## src/rtl/multicycle_control.sv

```systemverilog
// Control FSM for the multicycle 16-bit datapath: fetch, decode, execute, memory and writeback.
// It stalls on the mem_ready handshake and faults to HALT if memory never answers.
module multicycle_control #(
    parameter int unsigned WAIT_LIMIT = 15
) (
    input  logic       clk,
    input  logic       rst_n,
    input  logic [3:0] opcode,
    input  logic [3:0] func,
    input  logic       zero,
    input  logic       mem_ready,
    output logic       pc_write,
    output logic       pc_write_cond,
    output logic [1:0] pc_src,
    output logic       ir_write,
    output logic       mem_read,
    output logic       mem_write,
    output logic       i_or_d,
    output logic       reg_write,
    output logic       reg_dst,
    output logic       mem_to_reg,
    output logic       ula_src_a,
    output logic [1:0] ula_src_b,
    output logic [1:0] ula_opcode,
    output logic       halted,
    output logic       bus_error,
    output logic [3:0] state_out
);

    localparam int unsigned CNT_W = 8;

    localparam logic [3:0] OP_R    = 4'b0000;
    localparam logic [3:0] OP_ADDI = 4'b0001;
    localparam logic [3:0] OP_LW   = 4'b0010;
    localparam logic [3:0] OP_SW   = 4'b0011;
    localparam logic [3:0] OP_BEQ  = 4'b0100;
    localparam logic [3:0] OP_J    = 4'b0101;
    localparam logic [3:0] OP_HALT = 4'b1111;

    typedef enum logic [3:0] {
        S_IDLE   = 4'd0,
        S_FETCH  = 4'd1,
        S_DECODE = 4'd2,
        S_EXEC_R = 4'd3,
        S_EXEC_I = 4'd4,
        S_ADDR   = 4'd5,
        S_MEM_RD = 4'd6,
        S_MEM_WR = 4'd7,
        S_WB_R   = 4'd8,
        S_WB_MEM = 4'd9,
        S_BRANCH = 4'd10,
        S_JUMP   = 4'd11,
        S_JR     = 4'd12,
        S_HALT   = 4'd13
    } state_t;

    state_t           r_state;
    state_t           w_next;
    logic [CNT_W-1:0] r_stall;
    logic [CNT_W-1:0] w_stall_next;
    logic             r_is_imm;
    logic             w_is_imm_next;
    logic             r_bus_error;
    logic             w_bus_error_next;
    logic             w_wait_state;
    logic             w_timeout;
    logic             w_unused;

    // The zero flag gates pc_write_cond inside the datapath, not here.
    assign w_unused = zero;

    assign state_out = r_state;
    assign bus_error = r_bus_error;

    always_ff @(posedge clk or negedge rst_n) begin
        if (!rst_n) begin
            r_state     <= S_IDLE;
            r_stall     <= '0;
            r_is_imm    <= 1'b0;
            r_bus_error <= 1'b0;
        end else begin
            r_state     <= w_next;
            r_stall     <= w_stall_next;
            r_is_imm    <= w_is_imm_next;
            r_bus_error <= w_bus_error_next;
        end
    end

    // Timeout fires on the stall cycle that would bring the counter to WAIT_LIMIT.
    always_comb begin
        w_wait_state = (r_state == S_FETCH) || (r_state == S_MEM_RD) || (r_state == S_MEM_WR);
        w_timeout    = w_wait_state && !mem_ready && (r_stall == CNT_W'(WAIT_LIMIT - 1));
    end

    always_comb begin
        w_next           = r_state;
        w_stall_next     = '0;
        w_is_imm_next    = r_is_imm;
        w_bus_error_next = r_bus_error;
        pc_write         = 1'b0;
        pc_write_cond    = 1'b0;
        pc_src           = 2'b00;
        ir_write         = 1'b0;
        mem_read         = 1'b0;
        mem_write        = 1'b0;
        i_or_d           = 1'b0;
        reg_write        = 1'b0;
        reg_dst          = 1'b0;
        mem_to_reg       = 1'b0;
        ula_src_a        = 1'b0;
        ula_src_b        = 2'b00;
        ula_opcode       = 2'b00;
        halted           = 1'b0;

        if (w_wait_state && !mem_ready && !w_timeout) begin
            w_stall_next = r_stall + CNT_W'(1);
        end

        case (r_state)
            S_IDLE: w_next = S_FETCH;
            S_FETCH: begin
                mem_read  = 1'b1;
                ula_src_b = 2'b01;
                if (mem_ready) begin
                    ir_write = 1'b1;
                    pc_write = 1'b1;
                    w_next   = S_DECODE;
                end
            end
            S_DECODE: begin
                ula_src_b = 2'b10;
                case (opcode)
                    OP_R:          w_next = (func == 4'b0000) ? S_JR : S_EXEC_R;
                    OP_ADDI:       w_next = S_EXEC_I;
                    OP_LW, OP_SW:  w_next = S_ADDR;
                    OP_BEQ:        w_next = S_BRANCH;
                    OP_J:          w_next = S_JUMP;
                    OP_HALT:       w_next = S_HALT;
                    default:       w_next = S_FETCH;
                endcase
            end
            S_EXEC_R: begin
                ula_src_a     = 1'b1;
                ula_opcode    = 2'b10;
                w_is_imm_next = 1'b0;
                w_next        = S_WB_R;
            end
            S_EXEC_I: begin
                ula_src_a     = 1'b1;
                ula_src_b     = 2'b10;
                w_is_imm_next = 1'b1;
                w_next        = S_WB_R;
            end
            S_ADDR: begin
                ula_src_a = 1'b1;
                ula_src_b = 2'b10;
                w_next    = (opcode == OP_SW) ? S_MEM_WR : S_MEM_RD;
            end
            S_MEM_RD: begin
                mem_read = 1'b1;
                i_or_d   = 1'b1;
                if (mem_ready) w_next = S_WB_MEM;
            end
            S_MEM_WR: begin
                mem_write = 1'b1;
                i_or_d    = 1'b1;
                if (mem_ready) w_next = S_FETCH;
            end
            S_WB_R: begin
                reg_write = 1'b1;
                reg_dst   = !r_is_imm;
                w_next    = S_FETCH;
            end
            S_WB_MEM: begin
                reg_write  = 1'b1;
                mem_to_reg = 1'b1;
                w_next     = S_FETCH;
            end
            S_BRANCH: begin
                ula_src_a     = 1'b1;
                ula_opcode    = 2'b01;
                pc_write_cond = 1'b1;
                pc_src        = 2'b01;
                w_next        = S_FETCH;
            end
            S_JUMP: begin
                pc_write = 1'b1;
                pc_src   = 2'b10;
                w_next   = S_FETCH;
            end
            S_JR: begin
                pc_write = 1'b1;
                pc_src   = 2'b11;
                w_next   = S_FETCH;
            end
            S_HALT: halted = 1'b1;
            default: w_next = S_IDLE;
        endcase

        if (w_timeout) begin
            w_next           = S_HALT;
            w_bus_error_next = 1'b1;
        end
    end

endmodule

```

## config.mk

```make
export PLATFORM = sky130hd
export DESIGN_NAME = multicycle_control
export DESIGN_NICKNAME = d
export VERILOG_FILES = /design/src/rtl/multicycle_control.sv
export SDC_FILE = /design/constraint.sdc
export NUM_CORES = 1
export LEC_CHECK = 0
export ABC_CLOCK_PERIOD_IN_PS = 1900
export CAP_MARGIN = 20
export CORE_MARGIN = 10
export CORE_UTILIZATION = 45
export CTS_CLUSTER_DIAMETER = 30
export CTS_CLUSTER_SIZE = 20
export DETAILED_ROUTE_END_ITERATION = 6
export PLACE_DENSITY = 0.79
export SETUP_SLACK_MARGIN = 0.05
export SLEW_MARGIN = 20
export SYNTH_ARGS = -nofsm -noshare
export SYNTH_HDL_FRONTEND = slang
export SYNTH_SLANG_ARGS = --single-unit
```

## constraint.sdc

```tcl
create_clock -name clk -period 1.9 [get_ports clk]
set_input_delay 0.285 -clock clk [delete_from_list [all_inputs] [get_ports clk]]
set_output_delay 0.285 -clock clk [all_outputs]
set_load 0.05 [all_outputs]
```

After elaboration in Yosys (flattened, before gate mapping)
Index checks and enable logic that the tools add are counted.
W data, S select, Z words.
Word-level totals
  logic and storage cells: 76
  bits of input ports: 12
  flip-flop bits (word level): 14
Cells by class
  $add $sub $neg: 1
  eq/ne operators: 24
  mux-type cells: 25
  reduce and logical (&&, ||, !) cells: 22
Operator list (number)
  $pmux W4 S8: 1
  $eq A4 B4 Y1 const B: 7
  $eq A4 B3 Y1 const B: 6
  $pmux W4 S6: 1
  $mux W4: 5
  $eq A4 B2 Y1 const B: 4
  $logic_not A4 Y1: 3
  $mux W1: 12
  $reduce_or A2 Y1: 6
  $ne A3 B3 Y1 const B: 3
  $add A8 B1 Y8 const B: 1
  $eq A4 B1 Y1 const B: 2
  $eq A8 B4 Y1 const B: 1
  $mux W8: 1
  $pmux W2 S2: 2
  $pmux W2 S3: 1
  $reduce_or A6 Y1: 1
  $pmux W1 S2: 2
  $reduce_and A4 Y1: 1
  $reduce_or A4 Y1: 1
  $logic_and A1 B1 Y1: 3
  $logic_not A1 Y1: 3
  $reduce_or A3 Y1: 1
  $logic_or A1 B1 Y1: 2
  2 further kinds: 2

Longest topological paths before layout
  depth after elaboration: 8
  mapped depth: 6

Worst setup path after synthesis
No wires, ideal clock.
  path kind: register to output
  from: reg r_state[1] (netlist: state_out[1])
  to: out pc_write
  buffers on the path: 0
  arrival time: 2.962 ns
  required time: 1.615 ns
  cell stages (with the launch flop): 5
  setup slack: -1.347 ns
  path through: dfrtp_1 nand2b_1 nor3_1 and2_1 or2_2
On the way
  cells in the longest elaborated chain, start to end: 3
  elaborated cells between the ends (all ways): 5
  those cells by class: eq/ne (3); mux (1); reduce/logical (1)
Ends and longest elaborated chain
  start: declaration: line 57  | state_t r_state;
  start signal: assignment: line 82  | r_state <= w_next;
  $eq A4 B4 Y1: line 119  | case (r_state)
  $reduce_or A2 Y1 (no line)
  $pmux W1 S2 *: line 119
  end: declaration: line 12  | output logic pc_write,
Every way passes the cells marked *; elsewhere a longest branch is shown, timed or not.

Worst setup path after layout
  from: reg r_state[2] (netlist: state_out[2])
  to: out ula_src_b[1]
On the way
  cells in the longest elaborated chain, start to end: 3
  elaborated cells between the ends (all ways): 6
  those cells by class: eq/ne (4); mux (1); reduce/logical (1)
Ends and longest elaborated chain
  $eq A4 B2 Y1 / $eq A4 B3 Y1 (equally long branches): line 119
  $reduce_or A3 Y1 (no line)
  $pmux W2 S2 *: line 119
  end: declaration: line 23  | output logic [1:0] ula_src_b,
Marks and branches as above.

==> results.py <==
metrics = {
    "sta": {
        "hold_viol": 0,
        "rsz0062_at_grt": "yes",
        "period_share_pct": 98.8,
        "skew_ps": 5.75,
        "slew_violations": 0,
        "setup_viol": 0,
        "fmax_mhz": 533,
        "holdWs_ps": 360,
        "timing.slew.headroom_pct": 60.7,
        "period_minus_slack_ps": 1880,
        "fin_ws_ps": 22.3,
        "worst_pin_slew_ps": 588,
    },
    "layout": {
        "post-route-util_pct": 84.1,
        "n_antenna_cell": 0,
        "final_cell_area_sq_mm": 0.00184,
        "nNetsFinal": 190,
        "area_growth_pct": 79.5,
        "layout-drive-gt1-share_pct": 39.4,
    },
    "setup_path": {
        "start_kind": "flop",
        "arrival_ps": 1590,
        "cp-end-kind": "primary output",
        "crit_fanout": 6,
        "crit_type": "flop to primary output",
        "required_ps": 1620,
    },
    "global_routing": {
        "antenna_found_initial": 0,
        "grt_pass1_vias": 1050,
        "grt-ovfl-total": 0,
        "grtUsageTotal_pct": 13.8,
        "grt_first_pass_wirelength_um": 5050,
        "grt_max_degree": 17,
    },
    "floorplan": {
        "dieArea_sq_mm": 0.00459,
        "design.core.area_sq_mm": 0.00219,
        "dieHeight_um": 67.8,
        "std_cell_rows": 17,
        "chipWidth_um": 67.8,
        "io_pins": 34,
        "start_util_pct": 46.8,
    },
    "yosys": {
        "avgSynthCellArea_sq_um": 8.08,
        "synthArstFlopShare_pct": 100,
        "synth_edf_count": 0,
        "yosysMostFrequentCell": "nor2_1",
        "ys_types": 39,
        "yosysTopAreaCell": "dfrtp_1",
        "ys_ff_latch": 14,
        "syn_area_sq_mm": 0.00103,
        "synth_warnings": 0,
        "synthTopCellsByArea": "dfrtp_1 (34%), nor2_1 (7.7%), xor2_1 (4.3%)",
        "syn_inst": 127,
        "synth_common_cells": "nor2_1 (21), dfrtp_1 (14), nand2_1 (9)",
        "syn_nets": 141,
        "synth_seq_area_share_pct": 34.1,
        "synthFlopType": "dfrtp_1",
        "synth_top_area_share_pct": 34.1,
    },
    "power_and_ir_drop": {
        "worst_ir_drop_vdd_mv": 1.22,
        "p_int_mw": 1.57,
        "p_seq_share_pct": 16.3,
        "power_density_mw_per_mm2": 1680,
        "p_leak_nw": 0.748,
        "netSwitchingFraction_pct": 49.5,
        "netSwitchingPower_mw": 1.53,
        "combPwrFrac_pct": 77.8,
        "totalPowerFinal_mw": 3.10,
        "clock_power_share_pct": 5.9,
    },
    "clock_tree": {
        "clkLatencyLatePin_ps": 290,
        "numCtsBuffers": 3,
        "root_buffer": "clkbuf_4",
        "cts_tree": "done",
        "clk_pin_slew_ps": 90,
        "cts_buffer_depth": 2,
        "clock_sinks": 14,
        "h-tree-depth": 1,
    },
    "min_path": {
        "hp-class": "input port to async pin",
    },
    "route": {
        "drtIter0Drc": 29,
        "viasPerCell": 5.65,
        "antenna_left": 0,
        "routed_wl_um": 3300,
        "dr.pass1.iters": 4,
        "drc": 0,
        "wl_per_cell_um": 16.2,
        "vias": 1147,
    },
    "placed_design": {
        "place_ws_ps": 109,
        "portBuffers": 32,
        "place.gp.congestion": 0.786,
        "hpwl_um": 2440,
        "place_area_sq_mm": 0.00172,
    },
    "run": {
        "drv_cap": 0,
    },
    "status": {
        "run_status": "completed",
    },
}
[worst max-delay path, stage by stage, from the launching register on]
cell and delay (ps):
dfrtp_2 430, buf_8 140, buf_4 130, buf_4 130
o21a_1 190, nor2_2 120, buf_12 150
[metrics by stage]
stage	std cells	TNS (ps)
finish	203	0
detailed placement	191	0
global route	203	-50.1
floorplan	127	-637
global placement	191	0
CTS	196	0
[power by group through the flow]
stage,logic [mW],registers [mW],clock network [mW]
finish,2.41,0.506,0.183
global route,2.54,0.520,0.200
CTS,2.29,0.499,0.178
detailed placement,2.24,0.498,0
global placement,2.20,0.491,0
floorplan,1.30,0.595,0
[logic make-up (layout without fill, tap and decap cells)]
| group | Yosys count | count (layout) | synth area share, % |
|---|---|---|---|
| AO/OA/AOI/OAI | 25 | 25 | 17.0 |
| flip-flops | 14 | 14 | 34.1 |
| adder cells (fa/ha/maj) | 2 | 2 | 2.44 |
| AND/OR/NAND/NOR | 69 | 69 | 35.6 |
| buffers and inverters | 9 | 57 | 4.02 |
| XOR/XNOR | 8 | 8 | 6.83 |
[flip-flops by register name, indices dropped and copies added, names as in the netlist]
signal and cells:
state_out 4, r_stall 8, r_is_imm 1, bus_error 1
[layer usage]
metal	GRT usage, %	share of wire, %
met3	3.47	7.6
met5	0	0
met1	16.0	44
met4	3.85	0.88
met2	24.4	48
[cells in the final DEF (no fill, tap or decap), types with 2 or more instances in the layout]
master,Yosys,routed
nor2_2,0,3
nand3b_1,2,2
xor2_1,5,5
nor3_4,0,2
nand2b_4,1,4
nor3_1,4,2
a31oi_1,4,4
dfrtp_2,0,3
nand4_1,4,4
buf_4,0,21
o21ai_0,3,3
inv_1,2,2
or3_1,2,2
ha_1,2,2
clkbuf_4,0,3
nor2_4,0,2
nor3b_4,0,3
xnor2_1,3,3
nor2_1,21,16
o31a_1,2,2
nand2_1,9,9
buf_8,0,2
dfrtp_1,14,10
nand2b_1,6,2
clkdlybuf4s50_1,0,11
o211ai_1,2,2
nor4_1,4,3
buf_12,0,17
nand3_1,4,4
and3_1,2,2
a21oi_1,4,3
[cell type report]
class	instances	area, sq um
Tap cell	28	35.0
Fill cell	125	349
Timing Repair Buffer	51	638
Sequential cell	14	358
Inverter	2	7.51
Multi-Input combinational cell	104	777
Clock buffer	4	26.3
[final timing paths]
kind	slack (ps)	end	from	cells past startpoint
setup / recovery	20	ula_src_b[1]	state_out[2]$_DFFE_PN0P_	6
hold / removal	360	r_stall[5]$_DFF_PN0_	rst_n	1
setup reg to reg	130	state_out[2]$_DFFE_PN0P_	state_out[1]$_DFFE_PN0P_	4
hold reg to reg	500	bus_error$_DFFE_PN0P_	bus_error$_DFFE_PN0P_	1
max in group asynchronous	1110	state_out[3]$_DFFE_PN0P_	rst_n	1
min in group clk	500	bus_error$_DFFE_PN0P_	bus_error$_DFFE_PN0P_	1
[repair_timing]
item / in CTS / in global routing
setup endpoints to repair: 4 / 6
pin swaps: 1 / 3
resized for setup: 4 / 5
hold buffers: 0 / 0
gates cloned: 0 / 0
setup buffers: 1 / 7
No activity file was read; power rests on OpenSTA's default activity.
